**src/rtl/instruction_fetch_unit_if.sv**
```systemverilog
// Bus bundle between the fetch stage, instruction memory, decoder and execute-stage redirect.
// The master side is the fetch unit; the slave side is everything around it.
interface instruction_fetch_unit_if #(
    parameter int unsigned Aw = 8,
    parameter int unsigned Dw = 16
);
    logic [Aw-1:0] im_addr;
    logic [Dw-1:0] im_rd;
    logic [Dw-1:0] ir;
    logic [Aw-1:0] ir_pc;
    logic          ir_valid;
    logic          ir_ready;
    logic          redir_valid;
    logic [Aw-1:0] redir_addr;

    modport master (
        output im_addr,
        input  im_rd,
        output ir,
        output ir_pc,
        output ir_valid,
        input  ir_ready,
        input  redir_valid,
        input  redir_addr
    );

    modport slave (
        input  im_addr,
        output im_rd,
        input  ir,
        input  ir_pc,
        input  ir_valid,
        output ir_ready,
        output redir_valid,
        output redir_addr
    );
endinterface

```
**src/rtl/instruction_fetch_unit.sv**
```systemverilog
// Fetch stage: owns the PC, resolves JUMP locally, takes execute redirects and hands
// instructions to the decoder over a valid/ready handshake (one instruction per two cycles peak).
module instruction_fetch_unit #(
    parameter int unsigned Aw      = 8,
    parameter int unsigned Dw      = 16,
    parameter int unsigned ProgLen = 22,
    parameter logic [4:0]  JumpOp  = 5'b00101,
    parameter int unsigned ResetPc = 0
) (
    input  logic                      clk_i,
    input  logic                      rst_ni,
    input  logic                      start_i,
    instruction_fetch_unit_if.master  bus_io,
    output logic                      busy_o,
    output logic                      halted_o,
    output logic                      fault_o
);

    localparam logic [1:0] StIdle  = 2'd0;
    localparam logic [1:0] StFetch = 2'd1;
    localparam logic [1:0] StIssue = 2'd2;
    localparam logic [1:0] StHalt  = 2'd3;

    localparam logic [Aw-1:0] PcReset   = ResetPc[Aw-1:0];
    localparam logic [Aw:0]   ProgLimit = ProgLen[Aw:0];
    localparam logic [Aw-1:0] PcOne     = {{(Aw-1){1'b0}}, 1'b1};

    logic [1:0]    state_q, state_d;
    logic [Aw-1:0] pc_q, pc_d;
    logic [Dw-1:0] ir_q, ir_d;
    logic [Aw-1:0] ir_pc_q, ir_pc_d;
    logic          ir_valid_q, ir_valid_d;
    logic          fault_q, fault_d;

    logic          is_jump;
    logic [Aw-1:0] jump_target;
    logic          jump_in_range;
    logic          redir_in_range;
    logic          pc_in_range;
    logic          accept;

    assign is_jump        = (bus_io.im_rd[Dw-1:Dw-5] == JumpOp);
    assign jump_target    = bus_io.im_rd[Aw-1:0];
    assign jump_in_range  = ({1'b0, jump_target} < ProgLimit);
    assign redir_in_range = ({1'b0, bus_io.redir_addr} < ProgLimit);
    assign pc_in_range    = ({1'b0, pc_q} < ProgLimit);
    assign accept         = ir_valid_q & bus_io.ir_ready;

    always_comb begin
        state_d    = state_q;
        pc_d       = pc_q;
        ir_d       = ir_q;
        ir_pc_d    = ir_pc_q;
        ir_valid_d = ir_valid_q;
        fault_d    = fault_q;

        case (state_q)
            StIdle, StHalt: begin
                ir_valid_d = 1'b0;
                if (start_i) begin
                    state_d = StFetch;
                    pc_d    = PcReset;
                    fault_d = 1'b0;
                end
            end

            StFetch, StIssue: begin
                // Redirect overrides jump, fetch and handshake, and flushes any unaccepted IR.
                if (bus_io.redir_valid) begin
                    ir_valid_d = 1'b0;
                    pc_d       = bus_io.redir_addr;
                    if (redir_in_range) begin
                        state_d = StFetch;
                    end else begin
                        state_d = StHalt;
                        fault_d = 1'b1;
                    end
                end else if (state_q == StFetch) begin
                    if (is_jump) begin
                        pc_d = jump_target;
                        if (!jump_in_range) begin
                            state_d = StHalt;
                            fault_d = 1'b1;
                        end
                    end else begin
                        ir_d       = bus_io.im_rd;
                        ir_pc_d    = pc_q;
                        ir_valid_d = 1'b1;
                        pc_d       = pc_q + PcOne;
                        state_d    = StIssue;
                    end
                end else if (accept) begin
                    ir_valid_d = 1'b0;
                    state_d    = pc_in_range ? StFetch : StHalt;
                end
            end

            default: begin
                state_d    = StIdle;
                ir_valid_d = 1'b0;
            end
        endcase
    end

    always_ff @(posedge clk_i) begin
        if (!rst_ni) begin
            state_q    <= StIdle;
            pc_q       <= PcReset;
            ir_q       <= '0;
            ir_pc_q    <= '0;
            ir_valid_q <= 1'b0;
            fault_q    <= 1'b0;
        end else begin
            state_q    <= state_d;
            pc_q       <= pc_d;
            ir_q       <= ir_d;
            ir_pc_q    <= ir_pc_d;
            ir_valid_q <= ir_valid_d;
            fault_q    <= fault_d;
        end
    end

    assign bus_io.im_addr  = pc_q;
    assign bus_io.ir       = ir_q;
    assign bus_io.ir_pc    = ir_pc_q;
    assign bus_io.ir_valid = ir_valid_q;

    assign busy_o   = (state_q == StFetch) || (state_q == StIssue);
    assign halted_o = (state_q == StHalt);
    assign fault_o  = fault_q;

endmodule

```
**src/flat_wrapper.sv**
```systemverilog
// flat-port wrapper written by rule: the top's interface ports become plain ports
module instruction_fetch_unit_flat 
#(
    parameter int unsigned Aw      = 8,
    parameter int unsigned Dw      = 16,
    parameter int unsigned ProgLen = 22,
    parameter logic [4:0]  JumpOp  = 5'b00101,
    parameter int unsigned ResetPc = 0
)
  (clk_i, rst_ni, start_i, busy_o, halted_o, fault_o, bus_io_im_addr, bus_io_im_rd, bus_io_ir, bus_io_ir_pc, bus_io_ir_valid, bus_io_ir_ready, bus_io_redir_valid, bus_io_redir_addr);
  instruction_fetch_unit_if #(.Aw(Aw), .Dw(Dw)) bus_io_i ();
  input  logic clk_i;
  input  logic rst_ni;
  input  logic start_i;
  output logic busy_o;
  output logic halted_o;
  output logic fault_o;
  output wire logic [$bits(bus_io_i.im_addr)-1:0] bus_io_im_addr;
  input wire logic [$bits(bus_io_i.im_rd)-1:0] bus_io_im_rd;
  output wire logic [$bits(bus_io_i.ir)-1:0] bus_io_ir;
  output wire logic [$bits(bus_io_i.ir_pc)-1:0] bus_io_ir_pc;
  output wire logic [$bits(bus_io_i.ir_valid)-1:0] bus_io_ir_valid;
  input wire logic [$bits(bus_io_i.ir_ready)-1:0] bus_io_ir_ready;
  input wire logic [$bits(bus_io_i.redir_valid)-1:0] bus_io_redir_valid;
  input wire logic [$bits(bus_io_i.redir_addr)-1:0] bus_io_redir_addr;
  assign bus_io_im_addr = bus_io_i.im_addr;
  assign bus_io_i.im_rd = bus_io_im_rd;
  assign bus_io_ir = bus_io_i.ir;
  assign bus_io_ir_pc = bus_io_i.ir_pc;
  assign bus_io_ir_valid = bus_io_i.ir_valid;
  assign bus_io_i.ir_ready = bus_io_ir_ready;
  assign bus_io_i.redir_valid = bus_io_redir_valid;
  assign bus_io_i.redir_addr = bus_io_redir_addr;
  instruction_fetch_unit #(.Aw(Aw), .Dw(Dw), .ProgLen(ProgLen), .JumpOp(JumpOp), .ResetPc(ResetPc)) u_core (.clk_i(clk_i), .rst_ni(rst_ni), .start_i(start_i), .bus_io(bus_io_i), .busy_o(busy_o), .halted_o(halted_o), .fault_o(fault_o));
endmodule
```
**config.mk**
```make
export PLATFORM = sky130hd
export DESIGN_NAME = instruction_fetch_unit_flat
export DESIGN_NICKNAME = d
export VERILOG_FILES = /design/src/rtl/instruction_fetch_unit_if.sv /design/src/rtl/instruction_fetch_unit.sv /design/src/flat_wrapper.sv
export SDC_FILE = /design/constraint.sdc
export NUM_CORES = 1
export LEC_CHECK = 0
export ABC_CLOCK_PERIOD_IN_PS = 4500
export CAP_MARGIN = 30
export CORE_UTILIZATION = 49
export DETAILED_ROUTE_END_ITERATION = 16
export PLACE_DENSITY = 0.82
export SLEW_MARGIN = 10
export SYNTH_ARGS = -nofsm -noshare
export SYNTH_HDL_FRONTEND = slang
export SYNTH_SLANG_ARGS = --single-unit
```
**constraint.sdc**
```tcl
create_clock -name clk_i -period 4.5 [get_ports clk_i]
set_input_delay 0.675 -clock clk_i [delete_from_list [all_inputs] [get_ports clk_i]]
set_output_delay 0.675 -clock clk_i [all_outputs]
set_load 0.02 [all_outputs]
```
; Word level (Yosys, flattened, before mapping)
; Index checks and enable logic that the tools add are counted.
[totals]
input_bits = 29
output_inout_bits = 36
word_cells = 60
reg_bits = 36
[classes]
n_reduce_logical = 9
magnitude_cmp = 3
n_eq_ne = 12
muxes = 26
bitwise = 3
addsub = 1
[ops]
columns = op, n
row1 = two-way mux 8 bit, 4
row2 = less-than comparator 8 x 5 -> 1 bit (second input constant), 3
row3 = two-way mux 2 bit, 8
row4 = one-hot mux 8 bit (2 select lines), 1
row5 = two-way mux 1 bit, 10
row6 = adder 8 x 1 -> 8 bit (second input constant), 1
row7 = inequality test 3 x 2 -> 1 bit (second input constant), 2
row8 = inequality test 3 bit (second input constant), 2
row9 = equality test 5 x 3 -> 1 bit (second input constant), 1
row10 = inequality test 5 bit (second input constant), 1
row11 = AND reduction 5 bit, 1
row12 = equality test 2 bit (second input constant), 2
row13 = inequality test 4 x 2 -> 1 bit (second input constant), 1
row14 = inequality test 4 bit (second input constant), 1
row15 = one-hot mux 1 bit (2 select lines), 2
row16 = one-hot mux 2 bit (2 select lines), 1
row17 = AND reduction 2 bit, 2
row18 = AND reduction 4 bit, 1
row19 = OR reduction 2 bit, 2
row20 = AND reduction 3 bit, 1
row21 = equality test 2 x 1 -> 1 bit (second input constant), 1
row22 = zero test 2 bit, 1
row23 = inequality test 2 bit (second input constant), 1
row24 = NOT 1 bit, 2
row25 = 2 further kinds, 2

; Logic depth before layout (Yosys ltp)
; Gate-level depths: netlist of the first run.
[logic_depth]
depth_word = 6
depth_mapped = 8
mapped_depth_nobuf = 6

; Least setup slack after synthesis of the first run
; OpenSTA, ideal clock, no wires.
[synth_path]
path_type = input to register
start = in bus_io_im_rd[2]
end = reg u_core.state_q[0]
setup_time_ps = 119
path_slack_ps = 2763
arrival_ps = 1618
path_stages = 4
required_time_ps = 4381
path_buffers = 0
cell_sequence = a21o_1 > a2111oi_4 > a41oi_2 > o221a_1
[synth_between]
elab_chain_len = 3
[synth_lines]
columns = item, line
row1 = "start, declared", flat_wrapper.sv:19  ; input wire logic [$bits(bus_io_i.im_rd)-1:0] bus_io_im_rd;
row2 = less-than comparator 8 x 5 -> 1 bit, instruction_fetch_unit.sv:44  ; assign jump_in_range = ({1'b0, jump_target} < ProgLimit);
row3 = inequality test 5 bit (no source line), n/a
row4 = AND reduction 3 bit (no source line), n/a
row5 = "end signal, assigned", instruction_fetch_unit.sv:107  ; state_q <= StIdle;
row6 = "end signal, assigned", instruction_fetch_unit.sv:114  ; state_q <= state_d;
row7 = "end, declared", instruction_fetch_unit.sv:28  ; logic [1:0] state_q, state_d;
; Every way passes these cells.
; A chain may end at the register's enable or synchronous reset.

; Worst setup path after layout of the first run
[layout_path]
start = reg u_core.state_q[0]
end = out busy_o
[layout_between]
elab_chain_len = 2
elab_cells_between_ends = 3
classes_between = eq/ne: 2 / reduce/logical: 1
[layout_lines]
columns = item, line
row1 = equality test 2 x 1 -> 1 bit or equality test 2 bit (tied branches), instruction_fetch_unit.sv:128  ; assign busy_o = (state_q == StFetch) || (state_q == StIssue);
row2 = logical OR 1 bit *, instruction_fetch_unit.sv:128
row3 = "end, declared", flat_wrapper.sv:15  ; output logic busy_o;
; Every way passes the cells marked *; elsewhere a longest branch is shown, timed or not.

==> results of run 1 <==
-- routing by layer --
| layer | part of all wire, % | GRT usage, % | wire length [µm] | up-vias |
|---|---|---|---|---|
| li1 | - | - | - | 916 |
| met1 | 45 | 32.3 | 2140 | 829 |
| met2 | 46 | 39.3 | 2160 | 73 |
| met3 | 7.3 | 7.32 | 345 | 11 |
| met4 | 1.8 | 7.22 | 86 | 0 |
| met5 | 0 | 0 | 0 | - |
-- flip-flops by register name, indices dropped and copies added, names as in the netlist --
name,cells
u_core.bus_io.im_addr,8
u_core.bus_io.ir,16
u_core.bus_io.ir_pc,8
u_core.bus_io.ir_valid,1
u_core.fault_o,1
u_core.state_q,2
-- cell families (layout without fill, tap and decap cells) --
| kind of cell | Yosys count | count (layout) |
|---|---|---|
| AND/OR/NAND/NOR | 88 | 88 |
| multiplexers | 1 | 1 |
| AO/OA/AOI/OAI | 74 | 74 |
| flip-flops | 36 | 36 |
| buffers and inverters | 22 | 80 |
| XOR/XNOR | 3 | 3 |
| adder cells (fa/ha/maj) | 4 | 4 |
-- worst register-to-register path: cells and delay by family, from the launching register on --
kind            cells  cell delay [ps]
buf+inv             1               60
compound gates      1              110
fa+ha+maj           1              460
simple gates        3              980
flops               1              390
-- final cells by class --
class                   instances  area share, %
well taps                      48           2.30
multi-input cells             170           40.1
repair buffers                 66           25.4
inverters                       7           1.01
flip-flops and latches         36           27.6
clock buffers                   7           3.69
-- worst min-delay path by stage --
stage,endpoint,slack [ps]
after global placement,u_core.bus_io.ir[6],440
final,u_core.bus_io.ir[9],450
after global routing,u_core.bus_io.ir[7],480
after detailed placement,u_core.bus_io.ir_pc[2],440
after CTS,u_core.bus_io.ir[9],450
after floorplan,u_core.state_q[1],470
-- where the power goes --
part	internal [mW]	leakage [nW]	total, mW	switching (mW)
Clock	0.136	0.0503	0.247	0.111
Sequential	0.394	0.294	0.494	0.0995
Combinational	0.280	0.554	0.597	0.317
Total	0.810	0.898	1.34	0.528
-- cells in the final DEF, fill, tap and decap left out, drive strengths merged, types with 2 or more instances in the layout --
cell type | synthesis | layout
a21o | 3 | 3
and2b | 2 | 2
buf | 12 | 2
or3 | 2 | 2
nand2 | 57 | 57
dfxtp | 36 | 36
o31ai | 2 | 2
o221a | 2 | 2
clkdlybuf4s50 | 0 | 64
a21oi | 5 | 5
o311ai | 2 | 2
nor2b | 2 | 2
inv | 7 | 7
nor3 | 5 | 5
ha | 4 | 4
o21a | 3 | 3
o211ai | 3 | 3
a21boi | 22 | 22
o31a | 3 | 3
xnor2 | 3 | 3
o21ai | 17 | 17
nor2 | 6 | 6
a31oi | 8 | 8
nand3 | 5 | 5
clkbuf | 2 | 7
-- through the flow --
step	utilization (%)	setup slack (ps)	instances	hold slack (ps)
finish	70.9	1930	334	451
global route	70.9	1830	334	478
CTS	70.9	1900	334	454
detailed placement	68.2	1800	327	444
global placement	67.8	1820	326	440
floorplan	-	2760	228	468
==> flow_metrics.env, run 1 <==
export IMPL_status="completed"
export IMPL_maxCapViolations=0
export IMPL_p_per_area_nw_per_um2=512
export IMPL_regToRegSetupSlack_ps=2440
export IMPL_crit_chain="inv_1 > ha_1 > inv_1 > clkdlybuf4s50_1"
export IMPL_endpoint="busy_o"
export IMPL_setup_viol=0
export IMPL_rr_worst_depth=6
export IMPL_clkTransAtPathRegs_ps=70
export IMPL_clkSinkCount=36
export IMPL_fin_skew_ps=5.65
export IMPL_worstSetupStartpoint="u_core.state_q[0]"
export IMPL_tightestPinTransition_ps=655
export IMPL_antenna_cells=0
export IMPL_cts_max_path_buffers=2
export IMPL_wl_per_cell_um=14.2
export IMPL_synth_edf_count=0
export IMPL_ys_types=48
export IMPL_path_max_fanout=12
export IMPL_start_util_pct=51.5
export IMPL_post_cts_setup_buffers=0
export IMPL_regArea_um2=721
export IMPL_synth_compound_area_share_pct=28.8
export IMPL_p_leak_nw=0.898
export IMPL_syn2layout_area_growth_pct=37.7
export IMPL_slowest_delay_ps=600
export IMPL_drive_gt1_share_pct=6.99
export IMPL_vias_per_cell=5.48
export IMPL_place_area_um2=2520
export IMPL_ys_ff_latch=36
export IMPL_nFillCells=318
export IMPL_rsz0062_at_grt="false"
export IMPL_crit_top_cell="inv_1"
export IMPL_antenna_found_initial=0
export IMPL_crit_type="reg -> out"
export IMPL_num_vias=1829
export IMPL_cts_tree="done"
export IMPL_cp_depth=4
export IMPL_synth_xor_area_share_pct=1.38
export IMPL_synth_fa_ha_area_share_pct=2.64
export IMPL_slew_viol_final=0
export IMPL_grt_pass1_vias=1668
export IMPL_synthMuxAreaShare_pct=0.527
export IMPL_yosys_warnings=0
export IMPL_fin_crit_sh_pct=57.1
export IMPL_port_buffers=64
export IMPL_worstSetupEndpointType="output port"
export IMPL_finalInstanceArea_um2=2610
export IMPL_arrival_ps=1900
export IMPL_multi_input_area_um2=1050
export IMPL_synth_area_um2=1900
export IMPL_synth_seq_area_share_pct=38.0
export IMPL_drc=0
export IMPL_synth_cells=228
export IMPL_hold_class="reg -> reg"
export IMPL_worstHoldStart="u_core.bus_io.ir[9]"
export IMPL_rr_endpoint="u_core.fault_o"
export IMPL_cts_made_buffers=5
export IMPL_synth_fp_nets=261
export IMPL_critPathSlowestCell="clkdlybuf4s50_1"
export IMPL_final_nets=319
export IMPL_htreeDepth=2
export IMPL_min_path_cells=2
export IMPL_finalCriticalPeriod_ps=2570
export IMPL_cts_resized=0
export IMPL_grt_usage_pct=24.8
export IMPL_die_h_um=64.2
export IMPL_synth_commonest_cells="57 x nand2_1, 36 x dfxtp_1, 16 x a21boi_1, 16 x o21ai_0, 8 x a31oi_1"
export IMPL_worst_setup_path_start_kind="register"
export IMPL_worstReg2RegStart="u_core.state_q[0]"
export IMPL_drt_iter0_drc=142
export IMPL_finalWirelength_um=4730
export IMPL_synthArstFlopShare_pct=0
export IMPL_ios=65
export IMPL_firstDrtPassIters=5
export IMPL_vdd_ir_drop_worst_mv=0.368
export IMPL_max_slew_margin_pct=56.4
export IMPL_yosys_area_share_simple_pct=21.8
export IMPL_synth_top_area_share_pct=38.0
export IMPL_grt_start_max_net_pins=25
export IMPL_die_area_um2=4130
export IMPL_dp_hpwl_um=3560
export IMPL_syn_avg_cell_area_um2=8.32
export IMPL_setup_tns_ps=0
export IMPL_rows=22
export IMPL_hold_viol=0
export IMPL_required_ps=3830
export IMPL_cp_top_family="buffers and inverters"
export IMPL_yosysMostFrequentCell="nand2_1"
export IMPL_gr_total_overflow=0
export IMPL_final_antenna_net_count=0
export IMPL_cts_hold_buf=0
export IMPL_synth_top_family_by_area="compound AO/OA/AOI/OAI gates"
export IMPL_core_um2=3690
export IMPL_ys_flop_type="dfxtp_1"
export IMPL_die_width_um=64.2
export IMPL_critPathBufInv=3
export IMPL_yosys_top_cells_area="dfxtp_1 38%, nand2_1 11%, a21boi_1 6.3%"
export IMPL_grt_pass1_wl_um=7910
export IMPL_finalPower_mw=1.34
export IMPL_worstSkewPairLatency_ps=290
export IMPL_place_gp_congestion=0.909
export IMPL_synth_top_cell_by_area="dfxtp_1"
export IMPL_fmax_ghz=0.389
export IMPL_root_buffer="clkbuf_8"
Note: power is estimated with default switching activity, not from simulation.
==> run 2, diff against run 1 <==
--- a/config.mk
+++ b/config.mk
@@ -5,11 +5,11 @@
 export SDC_FILE = /design/constraint.sdc
 export NUM_CORES = 1
 export LEC_CHECK = 0
-export ABC_CLOCK_PERIOD_IN_PS = 4500
+export ABC_CLOCK_PERIOD_IN_PS = 2250
 export CAP_MARGIN = 30
-export CORE_UTILIZATION = 49
+export CORE_UTILIZATION = 41
 export DETAILED_ROUTE_END_ITERATION = 16
-export PLACE_DENSITY = 0.82
+export PLACE_DENSITY = 0.73
 export SLEW_MARGIN = 10
 export SYNTH_ARGS = -nofsm -noshare
 export SYNTH_HDL_FRONTEND = slang
==> constraint.sdc (replaced) <==
create_clock -name clk_i -period 2.25 [get_ports clk_i]
set_input_delay 0.3375 -clock clk_i [delete_from_list [all_inputs] [get_ports clk_i]]
set_output_delay 0.3375 -clock clk_i [all_outputs]
set_load 0.02 [all_outputs]
==> run 2 against run 1 <==
Final cell count grew 2.7%. Flip-flop and latch count is the same. Clock skew is essentially flat. Highest routed layer unchanged. Critical path depth is the same. Register-to-register slack lost 2000 ps. Global-route usage shrank 3.3 points. Non-clock buffer count grew 5. Sequential power grew 100%. Via count grew 2.5%.
==> flow_metrics.env, run 2 (same netlist as run 1, synthesis figures left out) <==
export IMPL_status="completed"
export IMPL_vias_per_cell=5.47
export IMPL_rows=24
export IMPL_firstDrtPassIters=4
export IMPL_finalWirelength_um=4950
export IMPL_fin_crit_sh_pct=94.2
export IMPL_die_area_um2=4910
export IMPL_p_per_area_nw_per_um2=1010
export IMPL_wl_met2_um=2200
export IMPL_gr_total_overflow=0
export IMPL_hold_class="reg -> reg"
export IMPL_p_leak_nw=0.914
export IMPL_grt_pass1_vias=1691
export IMPL_finalPower_mw=2.68
export IMPL_fmax_ghz=0.472
export IMPL_worstSetupEndpointType="output port"
export IMPL_cts_tree="done"
export IMPL_swShare_pct=40.1
export IMPL_fin_skew_ps=5.93
export IMPL_cts_made_buffers=5
export IMPL_p_int_mw=1.60
export IMPL_routed_top_layer="met4"
export IMPL_dp_hpwl_um=3600
export IMPL_layout_common_cells="64 x clkdlybuf4s50_1, 57 x nand2_1, 36 x dfxtp_1, 16 x a21boi_1, 16 x o21ai_0"
export IMPL_rsz0062_at_grt="false"
export IMPL_htreeDepth=2
export IMPL_worstSetupStartpoint="u_core.state_q[0]"
export IMPL_clkSinkCount=36
export IMPL_multi_input_area_um2=1050
export IMPL_endpoint="busy_o"
export IMPL_antenna_found_initial=0
export IMPL_final_common_cell="clkdlybuf4s50_1"
export IMPL_hold_viol=0
export IMPL_drive_gt1_share_pct=8.59
export IMPL_p_seq_share_pct=36.9
export IMPL_worstSkewPairLatency_ps=290
export IMPL_combPwrFrac_pct=47.0
export IMPL_cts_max_path_buffers=2
export IMPL_start_util_pct=43.0
export IMPL_grt_pass1_wl_um=8440
export IMPL_regToRegSetupSlack_ps=460
export IMPL_arrival_ps=1780
export IMPL_ios=65
export IMPL_largest_reg_flops=16
export IMPL_cts_hold_buf=0
export IMPL_drc=0
export IMPL_postLayoutCoreUtil_pct=59.9
export IMPL_worstReg2RegStart="u_core.bus_io.im_addr[0]"
export IMPL_num_vias=1875
export IMPL_antenna_cells=0
export IMPL_maxCapViolations=0
export IMPL_grt_usage_pct=21.5
export IMPL_port_buffers=64
export IMPL_die_width_um=70.0
export IMPL_clkTransAtPathRegs_ps=70
export IMPL_vdd_ir_drop_worst_mv=0.554
export IMPL_rr_endpoint="u_core.bus_io.im_addr[6]"
export IMPL_die_h_um=70.0
export IMPL_met1_length_um=2330
export IMPL_setup_tns_ps=0
export IMPL_final_nets=324
export IMPL_grt_start_max_net_pins=38
export IMPL_required_ps=1910
export IMPL_root_buffer="clkbuf_8"
export IMPL_max_slew_margin_pct=68.1
export IMPL_rr_worst_depth=5
export IMPL_place_gp_congestion=0.860
export IMPL_core_um2=4410
export IMPL_regArea_um2=721
export IMPL_nFillCells=417
export IMPL_p_sw_mw=1.07
export IMPL_pwr_share_clk_pct=16.1
export IMPL_hold_slack_ps=450
export IMPL_tightestPinTransition_ps=477
export IMPL_finalCriticalPeriod_ps=2120
export IMPL_setup_viol=0
export IMPL_crit_type="reg -> out"
export IMPL_drt_iter0_drc=124
export IMPL_wl_met3_um=342
export IMPL_worst_setup_path_start_kind="register"
export IMPL_syn2layout_area_growth_pct=39.4
export IMPL_slew_viol_final=0
export IMPL_wl_per_cell_um=14.4
export IMPL_final_antenna_net_count=0
export IMPL_path_max_fanout=12
==> run 2: worst min path at each step <==
stage,from,depth (start not counted),endpoint
2_1_floorplan,u_core.state_q[1],2,u_core.state_q[1]
3_3_place_gp,u_core.bus_io.ir[10],2,u_core.bus_io.ir[10]
3_5_place_dp,u_core.bus_io.ir[10],2,u_core.bus_io.ir[10]
4_1_cts,u_core.bus_io.ir[10],2,u_core.bus_io.ir[10]
5_1_grt,u_core.bus_io.ir[8],2,u_core.bus_io.ir[8]
6_report,u_core.bus_io.ir[10],2,u_core.bus_io.ir[10]
==> run 2: power by group through the flow <==
stage / sequential (mW) / clock (mW) / combinational [mW]
after CTS: 0.985 / 0.444 / 1.26
after detailed placement: 0.997 / 0 / 1.25
after global routing: 1.01 / 0.473 / 1.36
after global placement: 1.00 / 0 / 1.24
after floorplan: 1.09 / 0 / 0.652
final: 0.988 / 0.430 / 1.26
==> run 2: through the flow <==
stage                     cells  cell area, µm²  worst slack, ps
after floorplan             228            1900              550
after global placement      336            2560              255
after detailed placement    336            2560              218
after CTS                   343            2640             5.40
after global routing        343            2650             43.1
final                       343            2650              130
==> run 2: layout make-up <==
cell class / count / share of cell area, %
Clock buffer: 6 / 2.74
Clock inverter: 1 / 0.189
Inverter: 7 / 0.993
Multi-Input combinational cell: 170 / 39.7
Sequential cell: 36 / 27.2
Tap cell: 52 / 2.46
Timing Repair Buffer: 71 / 26.7
==> run 2: repair_timing <==
action,4_1_cts,5_1_grt
gates resized for setup,0,1
buffers inserted,0,0
endpoints found under the setup margin,0,1
==> run 2: per-layer routing <==
metal	up-vias	track usage (%)
met3	8	5.34
met1	869	29.9
met4	0	8.44
met2	70	31.7
met5	-	0
li1	928	-
==> run 2: critical path, cell delays in order, from the launching register on <==
cell and delay [ps]:
dfxtp_1 380, inv_1 60, ha_2 450, inv_1 70, clkdlybuf4s50_1 530
